--- config.mk ---
export PLATFORM = sky130hd
export DESIGN_NAME = cic_rate_ctrl_flat
export DESIGN_NICKNAME = d
export VERILOG_FILES = /design/src/rtl/cic_ctrl_pkg.sv /design/src/rtl/cic_rate_ctrl_if.sv /design/src/rtl/cic_sat_counter.sv /design/src/rtl/cic_rate_ctrl.sv /design/src/flat_wrapper.sv
export SDC_FILE = /design/constraint.sdc
export NUM_CORES = 1
export LEC_CHECK = 0
export CAP_MARGIN = 20
export CORE_UTILIZATION = 32
export DETAILED_ROUTE_END_ITERATION = 7
export PLACE_DENSITY = 0.62
export REMOVE_ABC_BUFFERS = 1
export SLEW_MARGIN = 20
export SYNTH_ARGS = -nofsm -noshare
export SYNTH_HDL_FRONTEND = slang
export SYNTH_SLANG_ARGS = --single-unit
export TNS_END_PERCENT = 1
--- constraint.sdc ---
create_clock -name clk -period 2.8 [get_ports clk]
set_input_delay 0.56 -clock clk [delete_from_list [all_inputs] [get_ports clk]]
set_output_delay 0.56 -clock clk [all_outputs]
set_load 0.02 [all_outputs]
--- src/rtl/cic_ctrl_pkg.sv ---
// Shared types and helpers for the CIC decimation-rate controller.
package cic_ctrl_pkg;

  typedef enum logic [1:0] {
    IDLE     = 2'd0,
    WAIT_BND = 2'd1,
    APPLY    = 2'd2,
    SETTLE   = 2'd3
  } cic_ctrl_state_t;

  // Arguments are widened to 64 bits so any rate word width can be checked.
  function automatic logic rate_legal(input logic [63:0] rate,
                                      input logic [63:0] rate_min,
                                      input logic [63:0] rate_max);
    return (rate >= rate_min) && (rate <= rate_max);
  endfunction

endpackage

--- src/rtl/cic_rate_ctrl_if.sv ---
// Signal bundle between the rate controller and its surroundings: config bus, CIC rate port,
// CIC output stream in, gated stream out and status.
interface cic_rate_ctrl_if #(
  parameter int RATE_DW = 32,
  parameter int OUT_DW  = 32
);
  logic [RATE_DW-1:0] s_axis_cfg_tdata;
  logic               s_axis_cfg_tvalid;
  logic               s_axis_cfg_tready;
  logic [RATE_DW-1:0] m_axis_rate_tdata;
  logic               m_axis_rate_tvalid;
  logic [OUT_DW-1:0]  s_axis_cic_tdata;
  logic               s_axis_cic_tvalid;
  logic [OUT_DW-1:0]  m_axis_out_tdata;
  logic               m_axis_out_tvalid;
  logic [RATE_DW-1:0] cur_rate;
  logic               busy;
  logic               cfg_err;

  // Controller side.
  modport master (
    input  s_axis_cfg_tdata, s_axis_cfg_tvalid, s_axis_cic_tdata, s_axis_cic_tvalid,
    output s_axis_cfg_tready, m_axis_rate_tdata, m_axis_rate_tvalid,
           m_axis_out_tdata, m_axis_out_tvalid, cur_rate, busy, cfg_err
  );

  // Environment side: software, CIC filter and downstream consumer.
  modport slave (
    output s_axis_cfg_tdata, s_axis_cfg_tvalid, s_axis_cic_tdata, s_axis_cic_tvalid,
    input  s_axis_cfg_tready, m_axis_rate_tdata, m_axis_rate_tvalid,
           m_axis_out_tdata, m_axis_out_tvalid, cur_rate, busy, cfg_err
  );
endinterface

--- src/rtl/cic_sat_counter.sv ---
// Clear/enable up-counter that sticks at its all-ones value instead of wrapping.
module cic_sat_counter #(
  parameter int W = 8
) (
  input  logic         clk,
  input  logic         reset,
  input  logic         clr,
  input  logic         en,
  output logic [W-1:0] count
);
  logic [W-1:0] count_reg;

  always_ff @(posedge clk) begin
    if (reset || clr) begin
      count_reg <= '0;
    end else if (en && (count_reg != {W{1'b1}})) begin
      count_reg <= count_reg + 1'b1;
    end
  end

  assign count = count_reg;
endmodule

--- src/rtl/cic_rate_ctrl.sv ---
// Run-time decimation-rate controller: validates rate requests, applies them to the CIC on an
// output-sample boundary and blanks the filter's settling transient.
module cic_rate_ctrl
  import cic_ctrl_pkg::*;
#(
  parameter int RATE_DW        = 32,
  parameter int OUT_DW         = 32,
  parameter int CIC_R          = 10,
  parameter int RATE_MIN       = 2,
  parameter int SETTLE_SAMPLES = 7,
  parameter int TIMEOUT        = 1024
) (
  input  logic            clk,
  input  logic            reset,
  cic_rate_ctrl_if.master bus
);
  localparam int CNT_MAX = (TIMEOUT > SETTLE_SAMPLES) ? TIMEOUT : SETTLE_SAMPLES;
  localparam int CNT_W   = $clog2(CNT_MAX + 1);
  localparam int TO_IDX  = 0;
  localparam int ST_IDX  = 1;
  localparam logic [CNT_W-1:0]   TO_LAST     = CNT_W'(TIMEOUT - 1);
  localparam logic [CNT_W-1:0]   SETTLE_CNT  = CNT_W'(SETTLE_SAMPLES);
  localparam logic [CNT_W-1:0]   SETTLE_LAST = CNT_W'(SETTLE_SAMPLES - 1);
  localparam logic [RATE_DW-1:0] RATE_RST    = RATE_DW'(CIC_R);

  cic_ctrl_state_t    state_reg, state_next;
  logic [RATE_DW-1:0] pend_rate_reg, cur_rate_reg;
  logic               cfg_err_reg;
  logic [OUT_DW-1:0]  out_tdata_reg;
  logic               out_tvalid_reg;

  logic [1:0]         cnt_clr, cnt_en;
  logic [CNT_W-1:0]   cnt_val [2];
  logic               cfg_ready, cfg_fire, req_legal, req_take, drop, rate_strobe;

  assign cfg_ready = (state_reg == IDLE) && !reset;
  assign cfg_fire  = bus.s_axis_cfg_tvalid && cfg_ready;
  assign req_legal = rate_legal(64'(bus.s_axis_cfg_tdata), 64'(RATE_MIN), 64'(CIC_R));
  assign req_take  = cfg_fire && req_legal && (bus.s_axis_cfg_tdata != cur_rate_reg);

  // Index 0 times out the boundary wait, index 1 counts dropped settle samples.
  genvar gi;
  generate
    for (gi = 0; gi < 2; gi++) begin : g_cnt
      cic_sat_counter #(.W(CNT_W)) u_cnt (
        .clk   (clk),
        .reset (reset),
        .clr   (cnt_clr[gi]),
        .en    (cnt_en[gi]),
        .count (cnt_val[gi])
      );
    end
  endgenerate

  always_ff @(posedge clk) begin
    if (reset) begin
      state_reg <= IDLE;
    end else begin
      state_reg <= state_next;
    end
  end

  always_comb begin
    state_next  = state_reg;
    rate_strobe = 1'b0;
    drop        = 1'b0;
    cnt_clr     = 2'b11;
    cnt_en      = 2'b00;
    case (state_reg)
      IDLE: begin
        if (req_take) state_next = WAIT_BND;
      end
      WAIT_BND: begin
        cnt_clr[TO_IDX] = 1'b0;
        cnt_en[TO_IDX]  = 1'b1;
        if (bus.s_axis_cic_tvalid || (cnt_val[TO_IDX] == TO_LAST)) state_next = APPLY;
      end
      APPLY: begin
        // A sample arriving with the strobe is already at the new rate: first drop.
        rate_strobe     = 1'b1;
        drop            = (SETTLE_SAMPLES != 0);
        cnt_clr[ST_IDX] = 1'b0;
        cnt_en[ST_IDX]  = bus.s_axis_cic_tvalid;
        state_next      = (SETTLE_SAMPLES == 0) ? IDLE : SETTLE;
      end
      SETTLE: begin
        drop            = 1'b1;
        cnt_clr[ST_IDX] = 1'b0;
        cnt_en[ST_IDX]  = bus.s_axis_cic_tvalid;
        if ((cnt_val[ST_IDX] >= SETTLE_CNT) ||
            (bus.s_axis_cic_tvalid && (cnt_val[ST_IDX] == SETTLE_LAST))) begin
          state_next = IDLE;
        end
      end
      default: state_next = IDLE;
    endcase
  end

  always_ff @(posedge clk) begin
    if (reset) begin
      pend_rate_reg  <= RATE_RST;
      cur_rate_reg   <= RATE_RST;
      cfg_err_reg    <= 1'b0;
      out_tdata_reg  <= '0;
      out_tvalid_reg <= 1'b0;
    end else begin
      cfg_err_reg <= cfg_fire && !req_legal;
      if (req_take) pend_rate_reg <= bus.s_axis_cfg_tdata;
      if (rate_strobe) cur_rate_reg <= pend_rate_reg;
      out_tvalid_reg <= bus.s_axis_cic_tvalid && !drop;
      if (bus.s_axis_cic_tvalid && !drop) out_tdata_reg <= bus.s_axis_cic_tdata;
    end
  end

  assign bus.s_axis_cfg_tready  = cfg_ready;
  assign bus.m_axis_rate_tvalid = rate_strobe;
  assign bus.m_axis_rate_tdata  = rate_strobe ? pend_rate_reg : cur_rate_reg;
  assign bus.m_axis_out_tdata   = out_tdata_reg;
  assign bus.m_axis_out_tvalid  = out_tvalid_reg;
  assign bus.cur_rate           = cur_rate_reg;
  assign bus.busy               = (state_reg != IDLE);
  assign bus.cfg_err            = cfg_err_reg;
endmodule

--- src/flat_wrapper.sv ---
// flat-port wrapper written by rule: the top's interface ports become plain ports
module cic_rate_ctrl_flat import cic_ctrl_pkg::*;
#(
  parameter int RATE_DW        = 32,
  parameter int OUT_DW         = 32,
  parameter int CIC_R          = 10,
  parameter int RATE_MIN       = 2,
  parameter int SETTLE_SAMPLES = 7,
  parameter int TIMEOUT        = 1024
)
  (clk, reset, bus_s_axis_cfg_tdata, bus_s_axis_cfg_tvalid, bus_s_axis_cic_tdata, bus_s_axis_cic_tvalid, bus_s_axis_cfg_tready, bus_m_axis_rate_tdata, bus_m_axis_rate_tvalid, bus_m_axis_out_tdata, bus_m_axis_out_tvalid, bus_cur_rate, bus_busy, bus_cfg_err);
  cic_rate_ctrl_if #(.RATE_DW(RATE_DW), .OUT_DW(OUT_DW)) bus_i ();
  input  logic clk;
  input  logic reset;
  input wire logic [$bits(bus_i.s_axis_cfg_tdata)-1:0] bus_s_axis_cfg_tdata;
  input wire logic [$bits(bus_i.s_axis_cfg_tvalid)-1:0] bus_s_axis_cfg_tvalid;
  input wire logic [$bits(bus_i.s_axis_cic_tdata)-1:0] bus_s_axis_cic_tdata;
  input wire logic [$bits(bus_i.s_axis_cic_tvalid)-1:0] bus_s_axis_cic_tvalid;
  output wire logic [$bits(bus_i.s_axis_cfg_tready)-1:0] bus_s_axis_cfg_tready;
  output wire logic [$bits(bus_i.m_axis_rate_tdata)-1:0] bus_m_axis_rate_tdata;
  output wire logic [$bits(bus_i.m_axis_rate_tvalid)-1:0] bus_m_axis_rate_tvalid;
  output wire logic [$bits(bus_i.m_axis_out_tdata)-1:0] bus_m_axis_out_tdata;
  output wire logic [$bits(bus_i.m_axis_out_tvalid)-1:0] bus_m_axis_out_tvalid;
  output wire logic [$bits(bus_i.cur_rate)-1:0] bus_cur_rate;
  output wire logic [$bits(bus_i.busy)-1:0] bus_busy;
  output wire logic [$bits(bus_i.cfg_err)-1:0] bus_cfg_err;
  assign bus_i.s_axis_cfg_tdata = bus_s_axis_cfg_tdata;
  assign bus_i.s_axis_cfg_tvalid = bus_s_axis_cfg_tvalid;
  assign bus_i.s_axis_cic_tdata = bus_s_axis_cic_tdata;
  assign bus_i.s_axis_cic_tvalid = bus_s_axis_cic_tvalid;
  assign bus_s_axis_cfg_tready = bus_i.s_axis_cfg_tready;
  assign bus_m_axis_rate_tdata = bus_i.m_axis_rate_tdata;
  assign bus_m_axis_rate_tvalid = bus_i.m_axis_rate_tvalid;
  assign bus_m_axis_out_tdata = bus_i.m_axis_out_tdata;
  assign bus_m_axis_out_tvalid = bus_i.m_axis_out_tvalid;
  assign bus_cur_rate = bus_i.cur_rate;
  assign bus_busy = bus_i.busy;
  assign bus_cfg_err = bus_i.cfg_err;
  cic_rate_ctrl #(.RATE_DW(RATE_DW), .OUT_DW(OUT_DW), .CIC_R(CIC_R), .RATE_MIN(RATE_MIN), .SETTLE_SAMPLES(SETTLE_SAMPLES), .TIMEOUT(TIMEOUT)) u_core (.clk(clk), .reset(reset), .bus(bus_i));
endmodule
==> flow_summary.json <==
{
  "firstDrtPassIters": 4,
  "n_fill_cell": 1402,
  "path_max_fanout": 14,
  "comb_power_share": 0.074,
  "clock_skew_ns": 0.00650,
  "detailed_place_hpwl_mm": 10.1,
  "clock_sinks": 122,
  "synth-seq-area-share": 0.485,
  "syn_inst": 517,
  "die_h_um": 127,
  "drive_gt1_frac": 0.153,
  "required_ns": 2.24,
  "final_util": 0.498,
  "p_per_area_nw_per_um2": 565,
  "violations": "setup timing",
  "p_total_mw": 4.30,
  "wl_mm": 13.7,
  "arrival_ns": 2.24,
  "tns_ns": -0.000142,
  "dieArea_um2": 16200,
  "wl_per_cell_um": 14.9,
  "area_growth_pct": 51.0,
  "vias": 4155,
  "ctsHoldBuffers": 0,
  "worstMarginPinSlew_ns": 0.832,
  "stdcell_count": 917,
  "critPathLaunchType": "register",
  "cts_tree": "built",
  "grt_pass1_vias": 4226,
  "hold_viol": 0,
  "drtIter0Drc": 176,
  "grt-ovfl-total": 0,
  "start_util": 0.330,
  "timing.critical_path.buf_inv": 3,
  "avgSynthCellArea_um2": 9.74,
  "grt_pass1_wl_mm": 21.6,
  "dpl_cell_area_um2": 6980,
  "post_cts_buffers": 0,
  "p_seq_frac": 0.414,
  "post-route-period-util": 1.00,
  "p_leak_nw": 3.14,
  "ys_warn_count": 0,
  "holdWs_ns": 0.456,
  "fin_nets": 769,
  "critPathKind": "register to primary output",
  "cpLargestDelayFamily": "buffers and inverters",
  "min_from": "u_core.bus.m_axis_out_tdata[13]",
  "grt_usage": 0.172,
  "antenna_found_initial": 0,
  "swShare": 0.208,
  "synth_top_area_share": 0.485,
  "pre_cts_ws_ns": 0.00464,
  "place_congestion": 0.817,
  "num_antenna_cells": 0,
  "crit_chain": "inv_1 > ha_1 > buf_4 > mux2_2 > clkdlybuf4s50_1",
  "synth_area_um2": 5030,
  "drv_slew": 0,
  "slew_headroom": 0.445,
  "crit_path_max_incr_delay_ns": 0.55,
  "synthFlopType": "dfxtp_1",
  "drc": 0,
  "p_sw_uw": 896,
  "final_cell_area_um2": 7600,
  "rsz0062_at_grt": "true",
  "die_w_um": 127,
  "vdd_drop_max_mv": 0.416,
  "rows": 45,
  "crit_start": "u_core.state_reg[0]",
  "viasPerCell": 4.53,
  "synth_seq_cells": 122,
  "numCtsBuffers": 17,
  "p_int_mw": 3.40,
  "place_inst": 885,
  "drv_cap": 0,
  "worst_path_max_delay_cell": "clkdlybuf4s50_1",
  "timing.rr.start": "u_core.state_reg[0]",
  "setup_slack_ns": -0.000142,
  "max_freq_ghz": 0.357,
  "io_buffers": 168,
  "power.share.clock": 0.512,
  "min_path_type": "register to register",
  "clkTransAtPathRegs_ns": 0.05,
  "synth_top_cell_by_area": "dfxtp_1",
  "clock-root-buffer": "clkbuf_16",
  "htreeDepth": 4,
  "min_period_ns": 2.80,
  "yosysUniqueCellTypes": 41,
  "async_flop_share": 0,
  "status": "finished with violations",
  "setup_violations": 1,
  "synth_enable_flop_cells": 0,
  "insertion_delay_ns": 0.41,
  "drt.antenna.violating_nets": 0,
  "io_pins": 169,
  "cts_buffer_depth": 2,
  "grt_max_degree": 77,
  "core-area_um2": 15300,
  "cp-end-kind": "primary output",
  "synth.area.top_cells": "dfxtp_1, xor2_1, mux2_2"
}
layout make-up:
type,count,area (um^2),area share
flip-flops and latches,122,2440,0.321
multi-input cells,362,2440,0.321
repair buffers,183,1820,0.239
clock buffers,25,526,0.0692
well taps,211,264,0.0347
clock inverters,7,85.1,0.0112
inverters,7,26.3,0.00346
worst min-delay path: cells and delay by family (launching register included):
family           cells  cell delay (ns)
AND/OR/NAND/NOR      1             0.05
AO/OA/AOI/OAI        1             0.05
flip-flops           1             0.30
synthesized netlist by cell type (2+ instances only):
cell type	number
nor3_1	2
and4_1	3
or2_2	3
ha_1	8
nor4_1	15
inv_1	7
xor2_1	46
a211o_1	2
nor2_1	33
dfxtp_1	122
and2_4	20
nor2b_1	31
a21oi_1	33
clkbuf_1	22
a21o_1	2
a211oi_1	2
nor4_2	2
nand2_1	73
buf_8	2
nand4_1	9
xnor2_1	4
and2_1	10
nand3_1	7
mux2i_1	5
mux2_2	32
nand2b_1	4
and3_1	4
power groups by stage:
stage / clock (mW) / combinational [mW] / sequential (mW)
after global routing: 2.33 / 0.340 / 1.78
after floorplan: 0 / 0.0661 / 1.85
after global placement: 0 / 0.316 / 1.81
final: 2.20 / 0.317 / 1.78
after CTS: 2.25 / 0.321 / 1.78
after detailed placement: 0 / 0.319 / 1.81
routing by layer:
layer | vias up | share of wire | global-route usage
met5 | - | 0 | 0
met2 | 110 | 0.47 | 0.287
met4 | 0 | 0.021 | 0.0749
met3 | 24 | 0.042 | 0.0415
met1 | 1945 | 0.46 | 0.211
li1 | 2076 | - | -
logic make-up (layout without fill, tap and decap cells):
kind of cell | count (synthesis) | in the layout | synth area share
simple gates | 220 | 220 | 0.235
flops | 122 | 122 | 0.485
xor+xnor | 50 | 50 | 0.0870
compound gates | 47 | 47 | 0.0609
mux | 37 | 37 | 0.0815
buf+inv | 33 | 222 | 0.0308
fa+ha+maj | 8 | 8 | 0.0199
worst paths after layout:
path	endpoint	slack, ns	depth (start not counted)
min	u_core.bus.m_axis_out_tdata[13]	0.46	2
min reg2reg	u_core.bus.m_axis_out_tdata[13]	0.46	2
max	bus_m_axis_rate_tdata[29]	-0.0001	5
max reg2reg	u_core.state_reg[1]	0.53	8
cells in the final DEF, fill, tap and decap left out, types with 2 or more instances in the layout:
master,synthesis,final
and2_1,10,10
and2_4,20,20
bufinv_16,0,2
nor4_1,15,15
or2_2,3,3
nand2_1,73,73
and4_1,3,3
ha_1,8,8
a211oi_1,2,2
dlymetal6s2s_1,0,6
nor2b_1,31,31
xor2_1,46,46
nand2b_1,4,4
and3_1,4,4
dlygate4sd2_1,0,14
a21o_1,2,2
dfxtp_1,122,122
nor2_1,33,33
mux2_2,32,32
nor4_2,2,2
a211o_1,2,2
a21oi_1,33,33
inv_1,7,7
clkdlybuf4s50_1,0,147
clkinv_2,0,5
nand4_1,9,9
xnor2_1,4,4
nor3_1,2,2
clkbuf_16,0,17
nand3_1,7,7
clkbuf_8,0,7
buf_12,0,2
mux2i_1,5,5
buf_4,0,12
timing repair:
action                                  CTS  global route
endpoints found under the hold margin     0             0
gates resized for setup                  15             7
endpoints found under the setup margin   20            18
gates cloned                              0             0
No activity file was read; power rests on OpenSTA's default activity.
